### src/rtl/shifter_pipe.sv
// Two-stage pipelined barrel shifter (LSL/LSR/ASR/ROR) with valid/ready on both sides.
// Define SHIFTER_CARRY_EN to add the out_carry port and its pipeline registers.
module shifter_pipe #(
  parameter int unsigned WIDTH = 32,
  localparam int unsigned SW    = $clog2(WIDTH),
  localparam int unsigned SPLIT = SW / 2
) (
  input  logic             clk,
  input  logic             reset_n,
  input  logic             in_valid,
  output logic             in_ready,
  input  logic [WIDTH-1:0] in_data,
  input  logic [SW-1:0]    in_shamt,
  input  logic [1:0]       in_op,
  output logic             out_valid,
  input  logic             out_ready,
  output logic [WIDTH-1:0] out_data,
  output logic             out_zero
`ifdef SHIFTER_CARRY_EN
  ,
  output logic             out_carry
`endif
);

  localparam int unsigned SW2 = SW - SPLIT;

  typedef enum logic [1:0] {OpLsl = 2'b00, OpLsr = 2'b01, OpAsr = 2'b10, OpRor = 2'b11} op_e;

  function automatic logic [WIDTH-1:0] shift_lvl(input logic [WIDTH-1:0] d,
                                                 input int unsigned      amt,
                                                 input logic [1:0]       op,
                                                 input logic             fill);
    logic [WIDTH-1:0] ones;
    logic [WIDTH-1:0] res;
    ones = '1;
    res  = d;
    unique case (op)
      OpLsl:   res = d << amt;
      OpLsr:   res = d >> amt;
      OpAsr:   res = (d >> amt) | (fill ? ~(ones >> amt) : '0);
      OpRor:   res = (d >> amt) | (d << (WIDTH - amt));
      default: res = d;
    endcase
    return res;
  endfunction

`ifdef SHIFTER_CARRY_EN
  // For ROR the new MSB equals d[amt-1], so it shares the right-shift carry bit.
  function automatic logic carry_lvl(input logic [WIDTH-1:0] d,
                                     input int unsigned      amt,
                                     input logic [1:0]       op);
    logic [WIDTH-1:0] t;
    t = (op == OpLsl) ? (d >> (WIDTH - amt)) : (d >> (amt - 1));
    return t[0];
  endfunction
`endif

  logic             s1_valid_q;
  logic [WIDTH-1:0] s1_data_d, s1_data_q;
  logic [SW2-1:0]   s1_shamt_q;
  logic [1:0]       s1_op_q;
  logic             s1_msb_q;
  logic [SW-1:0]    sh1;
  logic [SW2-1:0]   sh2;

  logic             out_valid_q;
  logic [WIDTH-1:0] out_data_d, out_data_q;
  logic             out_zero_q;
  logic             adv2;

`ifdef SHIFTER_CARRY_EN
  logic s1_carry_d, s1_carry_q;
  logic out_carry_d, out_carry_q;
`endif

  assign adv2     = !out_valid_q || out_ready;
  assign in_ready = !s1_valid_q || adv2;

  // Stage 1: levels 0..SPLIT-1 straight from the input operand.
  always_comb begin
    s1_data_d = in_data;
    sh1       = in_shamt;
`ifdef SHIFTER_CARRY_EN
    s1_carry_d = 1'b0;
`endif
    for (int unsigned k = 0; k < SPLIT; k++) begin
      if (sh1[0]) begin
`ifdef SHIFTER_CARRY_EN
        s1_carry_d = carry_lvl(s1_data_d, 1 << k, in_op);
`endif
        s1_data_d = shift_lvl(s1_data_d, 1 << k, in_op, in_data[WIDTH-1]);
      end
      sh1 = sh1 >> 1;
    end
  end

  // Stage 2: remaining levels; ASR fill comes from the registered original MSB.
  always_comb begin
    out_data_d = s1_data_q;
    sh2        = s1_shamt_q;
`ifdef SHIFTER_CARRY_EN
    out_carry_d = s1_carry_q;
`endif
    for (int unsigned j = 0; j < SW2; j++) begin
      if (sh2[0]) begin
`ifdef SHIFTER_CARRY_EN
        out_carry_d = carry_lvl(out_data_d, 1 << (SPLIT + j), s1_op_q);
`endif
        out_data_d = shift_lvl(out_data_d, 1 << (SPLIT + j), s1_op_q, s1_msb_q);
      end
      sh2 = sh2 >> 1;
    end
  end

  always_ff @(posedge clk or negedge reset_n) begin
    if (!reset_n) begin
      s1_valid_q  <= 1'b0;
      s1_data_q   <= '0;
      s1_shamt_q  <= '0;
      s1_op_q     <= 2'b00;
      s1_msb_q    <= 1'b0;
      out_valid_q <= 1'b0;
      out_data_q  <= '0;
      out_zero_q  <= 1'b0;
`ifdef SHIFTER_CARRY_EN
      s1_carry_q  <= 1'b0;
      out_carry_q <= 1'b0;
`endif
    end else begin
      if (adv2) begin
        out_valid_q <= s1_valid_q;
        if (s1_valid_q) begin
          out_data_q  <= out_data_d;
          out_zero_q  <= (out_data_d == '0);
`ifdef SHIFTER_CARRY_EN
          out_carry_q <= out_carry_d;
`endif
        end
      end
      if (in_ready) begin
        s1_valid_q <= in_valid;
        if (in_valid) begin
          s1_data_q  <= s1_data_d;
          s1_shamt_q <= in_shamt[SW-1:SPLIT];
          s1_op_q    <= in_op;
          s1_msb_q   <= in_data[WIDTH-1];
`ifdef SHIFTER_CARRY_EN
          s1_carry_q <= s1_carry_d;
`endif
        end
      end
    end
  end

  assign out_valid = out_valid_q;
  assign out_data  = out_data_q;
  assign out_zero  = out_zero_q;
`ifdef SHIFTER_CARRY_EN
  assign out_carry = out_carry_q;
`endif

endmodule

### config.mk
export PLATFORM = sky130hd
export DESIGN_NAME = shifter_pipe
export DESIGN_NICKNAME = d
export VERILOG_FILES = /design/src/rtl/shifter_pipe.sv
export SDC_FILE = /design/constraint.sdc
export NUM_CORES = 1
export LEC_CHECK = 0
export ABC_AREA = 1
export CAP_MARGIN = 20
export CELL_PAD_IN_SITES_DETAIL_PLACEMENT = 1
export CELL_PAD_IN_SITES_GLOBAL_PLACEMENT = 2
export CORE_MARGIN = 1
export CORE_UTILIZATION = 30
export CTS_CLUSTER_DIAMETER = 50
export DETAILED_ROUTE_END_ITERATION = 7
export PLACE_DENSITY_LB_ADDON = 0.1
export SYNTH_ARGS = -nofsm -noshare
export SYNTH_HDL_FRONTEND = slang
export SYNTH_SLANG_ARGS = --single-unit
### constraint.sdc
create_clock -name clk -period 1.9 [get_ports clk]
set_input_delay 0.38 -clock clk [delete_from_list [all_inputs] [get_ports clk]]
set_output_delay 0.38 -clock clk [all_outputs]
set_load 0.03 [all_outputs]
==> insert_results.sql, run 1 <==
INSERT INTO impl_metrics (metric_group, metric, value, unit) VALUES
('clock_tree', 'h-tree-depth', '3', ''),
('layout', 'final_nets', '1198', ''),
('power_and_ir_drop', 'cell_int_power', '5350', 'uW'),
('die', 'boundaryPins', '78', ''),
('layout', 'antenna_cells', '0', ''),
('clock_tree', 'cts-root-to-sink-buffers', '2', ''),
('global_routing', 'vias_in_the_first_global_route', '7336', ''),
('layout', 'drive_above_1_share', '0.212', ''),
('yosys', 'synth_nets', '1035', ''),
('clock_tree', 'total_number_of_clock_tree_sinks', '73', ''),
('timing', 'finalMaxSlewViolations', '0', ''),
('yosys', 'netlist_top_cells_count', 'sky130_fd_sc_hd__nand2_1, sky130_fd_sc_hd__nand3_1, sky130_fd_sc_hd__o21ai_0', ''),
('die', 'initial_core_util', '0.309', ''),
('setup_path', 'required', '2.19', 'ns'),
('yosys', 'netlist-cell-type-count', '32', ''),
('yosys', 'synth_seq_area_share', '0.299', ''),
('yosys', 'synth_enable_flop_cells', '0', ''),
('placement', 'port_buffers', '77', ''),
('timing', 'max_freq', '475', 'MHz'),
('yosys', 'yosys_register_bits', '73', ''),
('power_and_ir_drop', 'pwr_density_cell', '1100', 'nW/um^2'),
('power_and_ir_drop', 'p_switching', '4110', 'uW'),
('detailed_routing', 'drc_errors', '0', ''),
('timing', 'final_critical_delay_including_setup_and_external_delays', '2.11', 'ns'),
('clock_tree', 'cts.root.buffer_cell', 'sky130_fd_sc_hd__clkbuf_16', ''),
('global_routing', 'grt.overflow.total', '0', ''),
('clock_tree', 'cts_buffers', '9', ''),
('timing', 'fin_worst_skew', '0.00780', 'ns'),
('clock_tree', 'cts_tree', 'done', ''),
('timing', 'worst_slack', '-0.207', 'ns'),
('detailed_routing', 'drtAntennaViolNets', '0', ''),
('detailed_routing', 'total_iterations_of_the_first_detailed_routing_run', '5', ''),
('die', 'core_footprint', '19700', 'sq um'),
('yosys', 'synth_top_cell_area_share', '0.299', ''),
('setup_path', 'worst-endpoint-arrival', '2.39', 'ns'),
('detailed_routing', 'vias', '7405', ''),
('detailed_routing', 'vias_per_cell', '5.20', ''),
('placement', 'weighted_congestion_reported_at_the_end_of_routability_driven_placement', '0.860', ''),
('timing', 'setup_viol', '3', ''),
('timing', 'setup_total_negative_slack', '-0.268', 'ns'),
('clock_tree', 'clk-insertion-delay-late', '0.35', 'ns'),
('global_routing', 'initial_antenna_violation_count', '0', ''),
('placement', 'place_hpwl', '19000', 'um'),
('timing', 'post-route-period-util', '1.11', ''),
('placement', 'place_ws', '-0.674', 'ns'),
('die', 'die_height', '145', 'um'),
('timing', 'worst-slew-pin-transition', '0.667', 'ns'),
('status', 'status', 'finished, violations left', ''),
('global_routing', 'grt_use_total', '0.251', ''),
('setup_path', 'startpoint_of_the_worst_register_to_register_path', 's1_op_q[0]$_DFFE_PN0P_', ''),
('die', 'row_count', '51', ''),
('power_and_ir_drop', 'clock_power_share', '0.202', ''),
('power_and_ir_drop', 'max-vdd-ir-drop', '0.558', 'mV'),
('yosys', 'synth_most_common_cell', 'sky130_fd_sc_hd__nand2_1', ''),
('detailed_routing', 'wire_per_inst', '17.5', 'um'),
('job', 'timing.max_cap.violations', '0', ''),
('status', 'failed_checks', 'setup timing', ''),
('die', 'die_w', '145', 'um'),
('yosys', 'postSynthCellCount', '992', ''),
('yosys', 'synth_top_cell_by_area', 'sky130_fd_sc_hd__dfrtp_1', ''),
('layout', 'layout.core_utilization', '0.437', ''),
('detailed_routing', 'drt_wl_total', '24900', 'um'),
('layout', 'area.growth.synth_to_final', '41.1', '%'),
('timing', 'report.final.hold_viol_count', '0', ''),
('timing', 'rsz_0062_raised_after_global_routing', 'true', ''),
('yosys', 'async_reset_ff_frac', '1.00', ''),
('power_and_ir_drop', 'comb_power_share', '0.548', ''),
('detailed_routing', 'drt-initial-drc-count', '461', ''),
('setup_path', 'worstSetupPathType', 'register to register', ''),
('yosys', 'yosys_warnings', '0', ''),
('setup_path', 'register_to_register_path_depth', '15', '');
==> layout make-up <==
| class | count | area (sq um) | share of cell area |
|---|---|---|---|
| multi-input cells | 794 | 3840 | 0.446 |
| clock buffers | 11 | 253 | 0.0294 |
| inverters | 59 | 234 | 0.0272 |
| flip-flops and latches | 73 | 1830 | 0.213 |
| well taps | 265 | 332 | 0.0385 |
| clock inverters | 5 | 77.6 | 0.00901 |
| repair buffers | 218 | 2040 | 0.237 |
==> power groups by stage <==
stage	clock network [uW]	logic [uW]	registers, uW
finish	1910	5180	2360
global route	2000	5720	2420
floorplan	0	2230	2840
CTS	1950	5100	2360
global placement	0	4920	2370
detailed placement	0	4980	2380
==> critical path: stages, from the launching register on <==
cell and delay [ns]:
sky130_fd_sc_hd__dfrtp_2 0.48, sky130_fd_sc_hd__inv_6 0.13, sky130_fd_sc_hd__nand2_8 0.11, sky130_fd_sc_hd__nor2_4 0.12
sky130_fd_sc_hd__buf_12 0.17, sky130_fd_sc_hd__buf_4 0.14, sky130_fd_sc_hd__nand3_2 0.08, sky130_fd_sc_hd__nand3_2 0.10
sky130_fd_sc_hd__nand2_1 0.06, sky130_fd_sc_hd__nand2_1 0.09, sky130_fd_sc_hd__nand2_1 0.06, sky130_fd_sc_hd__nor2_1 0.15
sky130_fd_sc_hd__nand2_1 0.09, sky130_fd_sc_hd__nor2_1 0.09, sky130_fd_sc_hd__nand3_1 0.09, sky130_fd_sc_hd__nand2_1 0.07
==> repair_timing <==
item,4_1_cts,5_1_grt
buffers inserted,2,2
endpoints found under the hold margin,0,0
pin swaps,7,4
cloned,1,1
endpoints found under the setup margin,24,61
hold buffers,0,0
resized for setup,33,31
==> per-layer routing <==
metal	part of all wire	wire length [um]	GRT usage
met2	0.47	11700	0.406
met4	0.0089	223	0.0532
met1	0.49	12200	0.351
met5	0	0	0
met3	0.032	810	0.0371
==> per-stage QoR <==
stage                     std cells  total power [uW]  instance area [sq um]  hold WS, ns
after global routing           1425             10100                   8610       0.0628
after detailed placement       1403              7360                   8030        0.432
final                          1425              9450                   8610       0.0436
after global placement         1403              7290                   8030        0.430
after floorplan                 992              5070                   6100       0.0844
after CTS                      1422              9420                   8470       0.0577
==> cell families (layout without fill, tap and decap cells) <==
group	after synthesis	count (layout)	share of synthesized area
AO/OA/AOI/OAI	178	178	0.158
buffers and inverters	126	293	0.0987
flip-flops	73	73	0.299
AND/OR/NAND/NOR	615	616	0.444
==> cell usage in the layout, fill, tap and decap left out, drive strengths merged <==
| cell type | n |
|---|---|
| nand2 | 387 |
| nand3 | 171 |
| buf | 143 |
| o21ai | 120 |
| dfrtp | 73 |
| clkdlybuf4s50 | 72 |
| inv | 58 |
| nor2 | 48 |
| o22ai | 26 |
| a21oi | 18 |
| clkbuf | 12 |
| nand4 | 8 |
| a211oi | 4 |
| o2111ai | 3 |
| clkinv | 3 |
| o22a | 2 |
| a31oi | 2 |
| or2 | 2 |
| o211ai | 2 |
| bufinv | 2 |
| dlymetal6s2s | 2 |
| o221ai | 1 |
| clkinvlp | 1 |
==> worst max-delay path by stage <==
stage	from	to	slack [ns]	depth (start not counted)
floorplan	out_valid$_DFFE_PN0P_	s1_data_q[2]$_DFFE_PN0P_	0.09	7
detailed placement	in_op[0]	s1_data_q[15]$_DFFE_PN0P_	-0.67	13
finish	s1_op_q[0]$_DFFE_PN0P_	out_zero$_DFFE_PN0P_	-0.21	15
global placement	in_op[0]	s1_data_q[15]$_DFFE_PN0P_	-0.68	11
global route	s1_op_q[0]$_DFFE_PN0P_	out_zero$_DFFE_PN0P_	-0.34	15
CTS	s1_op_q[1]$_DFFE_PN0P_	out_zero$_DFFE_PN0P_	-0.19	16
==> flip-flops by register name, indices dropped and copies added (netlist names) <==
| signal | count |
|---|---|
| out_data | 32 |
| out_zero | 1 |
| s1_data_q | 32 |
| out_valid | 1 |
| s1_msb_q | 1 |
| s1_valid_q | 1 |
| s1_shamt_q | 3 |
| s1_op_q | 2 |
Note: power is estimated with default switching activity, not from simulation.
==> run 2, diff against run 1 <==
--- a/config.mk
+++ b/config.mk
@@ -10,7 +10,7 @@
 export CELL_PAD_IN_SITES_DETAIL_PLACEMENT = 1
 export CELL_PAD_IN_SITES_GLOBAL_PLACEMENT = 2
 export CORE_MARGIN = 1
-export CORE_UTILIZATION = 30
+export CORE_UTILIZATION = 32
 export CTS_CLUSTER_DIAMETER = 50
 export DETAILED_ROUTE_END_ITERATION = 7
 export PLACE_DENSITY_LB_ADDON = 0.1
==> constraint.sdc (replaced) <==
create_clock -name clk -period 2.7 [get_ports clk]
set_input_delay 0.54 -clock clk [delete_from_list [all_inputs] [get_ports clk]]
set_output_delay 0.54 -clock clk [all_outputs]
set_load 0.03 [all_outputs]
==> run 2 against run 1 <==
  * The run now ends clean
  * First-iteration DRC count decreased by 2.0%
  * Critical endpoint is now s1_data_q[25]$_DFFE_PN0P_
  * Hold slack improved by 0.14 ns
  * Largest cell class unchanged
  * Highest routed layer unchanged
  * Final area decreased by 12%
  * Clock power decreased by 35%
  * Wire length decreased by 2.5%
  * Register-to-register slack improved by 0.49 ns
  * Global-route usage increased by 0.93 points
  * Critical path depth decreased by 4
  * Critical path type is now input pin to register
  * Worst setup slack improved by 0.46 ns
==> insert_results.sql, run 2 (synthesis gave the netlist of run 1 again) <==
INSERT INTO impl_metrics (metric_group, metric, value, unit) VALUES
('status', 'status', 'finished, final reports clean', ''),
('timing', 'finalMaxSlewViolations', '0', ''),
('die', 'initial_core_util', '0.326', ''),
('clock_tree', 'total_number_of_clock_tree_sinks', '73', ''),
('layout', 'register_area', '1830', 'sq um'),
('placement', 'weighted_congestion_reported_at_the_end_of_routability_driven_placement', '0.828', ''),
('detailed_routing', 'wire_per_inst', '18.7', 'um'),
('detailed_routing', 'drt-initial-drc-count', '452', ''),
('global_routing', 'vias_in_the_first_global_route', '7093', ''),
('setup_path', 'crit_slowest_cell', 'sky130_fd_sc_hd__o21ai_0', ''),
('setup_path', 'path_cells', 'clkdlybuf4s50_1, inv_1, nand2_1, inv_1, buf_12, nand2_1, nand3_1, o21ai_0, o22ai_1, o21ai_0, o21ai_0', ''),
('clock_tree', 'h-tree-depth', '3', ''),
('detailed_routing', 'drtAntennaViolNets', '0', ''),
('layout', 'layout.cells.most_common_list', 'sky130_fd_sc_hd__nand2_1, sky130_fd_sc_hd__nand3_1, sky130_fd_sc_hd__o21ai_0, sky130_fd_sc_hd__clkdlybuf4s50_1, sky130_fd_sc_hd__dfrtp_1', ''),
('layout', 'antenna_cells', '0', ''),
('power_and_ir_drop', 'seqPwrFrac', '0.270', ''),
('die', 'die_height', '140', 'um'),
('detailed_routing', 'total_iterations_of_the_first_detailed_routing_run', '4', ''),
('timing', 'final.hold.worst_slack', '0.183', 'ns'),
('global_routing', 'grt_first_pass_wirelength', '39200', 'um'),
('setup_path', 'worst-endpoint-arrival', '2.64', 'ns'),
('power_and_ir_drop', 'net_switching_share_of_the_total_power', '0.460', ''),
('setup_path', 'nature_of_the_critical_path_startpoint', 'input pin', ''),
('detailed_routing', 'drt_wl_total', '24300', 'um'),
('detailed_routing', 'vias_per_cell', '5.35', ''),
('layout', 'fillers', '2458', ''),
('clock_tree', 'clk-insertion-delay-late', '0.35', 'ns'),
('global_routing', 'grt_use_total', '0.260', ''),
('global_routing', 'initial_antenna_violation_count', '0', ''),
('clock_tree', 'cts_buffers', '9', ''),
('clock_tree', 'cts_hold_repair.buffers', '0', ''),
('timing', 'final_critical_delay_including_setup_and_external_delays', '2.45', 'ns'),
('die', 'core_footprint', '18700', 'sq um'),
('detailed_routing', 'drc_errors', '0', ''),
('timing', 'worst-slew-pin-transition', '0.718', 'ns'),
('clock_tree', 'post_cts_resized', '0', ''),
('setup_path', 'worstSetupPathType', 'input pin to register', ''),
('clock_tree', 'cts.clk_slew.worst_paths', '0.06', 'ns'),
('power_and_ir_drop', 'comb_power_share', '0.526', ''),
('timing', 'worst_slack', '0.251', 'ns'),
('job', 'timing.max_cap.violations', '0', ''),
('setup_path', 'required', '2.89', 'ns'),
('setup_path', 'cp_num_buf_inv', '4', ''),
('placement', 'place_ws', '-0.0183', 'ns'),
('timing', 'post-route-period-util', '0.907', ''),
('power_and_ir_drop', 'pwr_density_cell', '801', 'nW/um^2'),
('setup_path', 'endpoint_kind', 'register', ''),
('setup_path', 'critPathMaxFanout', '33', ''),
('global_routing', 'grt.overflow.total', '0', ''),
('timing', 'relSlewSlack', '0.516', ''),
('layout', 'drive_above_1_share', '0.100', ''),
('clock_tree', 'cts-root-to-sink-buffers', '2', ''),
('layout', 'multi_input_area', '3670', 'sq um'),
('timing', 'fin_worst_skew', '0.00837', 'ns'),
('setup_path', 'critPathMostFrequentCell', 'sky130_fd_sc_hd__o21ai_0', ''),
('detailed_routing', 'vias', '6952', ''),
('die', 'die_w', '140', 'um'),
('power_and_ir_drop', 'max-vdd-ir-drop', '0.383', 'mV'),
('placement', 'place_hpwl', '18500', 'um'),
('layout', 'final_common_cell', 'sky130_fd_sc_hd__nand2_1', ''),
('timing', 'report.final.hold_viol_count', '0', ''),
('power_and_ir_drop', 'p_switching', '2790', 'uW'),
('setup_path', 'critPathMaxStageDelay', '0.50', 'ns'),
('die', 'row_count', '50', ''),
('layout', 'area.growth.synth_to_final', '24.1', '%'),
('setup_path', 'crit_family', 'compound AO/OA/AOI/OAI gates', ''),
('layout', 'final_nets', '1103', ''),
('die', 'design.die.area', '19600', 'sq um'),
('power_and_ir_drop', 'power.static_leakage', '0.00354', 'uW'),
('clock_tree', 'cts.root.buffer_cell', 'sky130_fd_sc_hd__clkbuf_16', ''),
('clock_tree', 'cts_tree', 'done', ''),
('clock_tree', 'postCtsSetupBuffers', '0', ''),
('power_and_ir_drop', 'clock_power_share', '0.204', ''),
('timing', 'rsz_0062_raised_after_global_routing', 'false', ''),
('power_and_ir_drop', 'cell_int_power', '3280', 'uW'),
('timing', 'max_freq', '408', 'MHz'),
('timing', 'setup_viol', '0', ''),
('worst_hold_path', 'worst_hold_path_type', 'input pin to async pin', ''),
('die', 'boundaryPins', '78', ''),
('power_and_ir_drop', 'power.total', '6060', 'uW'),
('placement', 'port_buffers', '77', ''),
('global_routing', 'maximum_number_of_pins_on_one_net_before_global_route_repair', '57', '');
run 2: path summary, 6_finish.rpt:
check,from,end,slack (ns),depth (start not counted)
min in group clk,out_data[11]$_DFFE_PN0P_,out_data[11]$_DFFE_PN0P_,0.48,2
setup / recovery,in_op[0],s1_data_q[25]$_DFFE_PN0P_,0.25,11
hold / removal,reset_n,s1_data_q[13]$_DFFE_PN0P_,0.18,1
max in group asynchronous,reset_n,s1_data_q[31]$_DFFE_PN0P_,1.90,2
setup reg to reg,s1_op_q[1]$_DFFE_PN0P_,out_zero$_DFFE_PN0P_,0.28,13
hold reg to reg,out_data[11]$_DFFE_PN0P_,out_data[11]$_DFFE_PN0P_,0.48,2
run 2: layout make-up:
type                       instances  area share
inverter                          59      0.0299
tap                              234      0.0387
timing repair buffer             124       0.166
sequential                        73       0.241
clock inverter                     6     0.00893
clock buffer                      10      0.0303
multi-input combinational        793       0.485
run 2: metal layers:
metal  track usage  vias to the layer above  share of wire
met2         0.408                      146           0.45
met1         0.368                     3360           0.49
met4        0.0827                        0          0.022
met3        0.0359                       29          0.040
li1              -                     3417              -
met5             0                        -              0
run 2: metrics by stage:
stage	TNS (ns)	std cells	util	instance area, sq um
floorplan	0	992	-	6100
global placement	-0.00947	1283	0.389	7270
detailed placement	-0.0183	1283	0.389	7270
CTS	0	1299	0.405	7570
global route	0	1299	0.405	7570
finish	0	1299	0.405	7570
run 2: power by group through the flow:
stage / logic, uW / registers (uW) / clock network, uW
after floorplan: 1570 / 2000 / 0
after global placement: 3150 / 1660 / 0
after detailed placement: 3180 / 1660 / 0
after CTS: 3200 / 1640 / 1260
after global routing: 3510 / 1680 / 1310
final: 3190 / 1640 / 1240
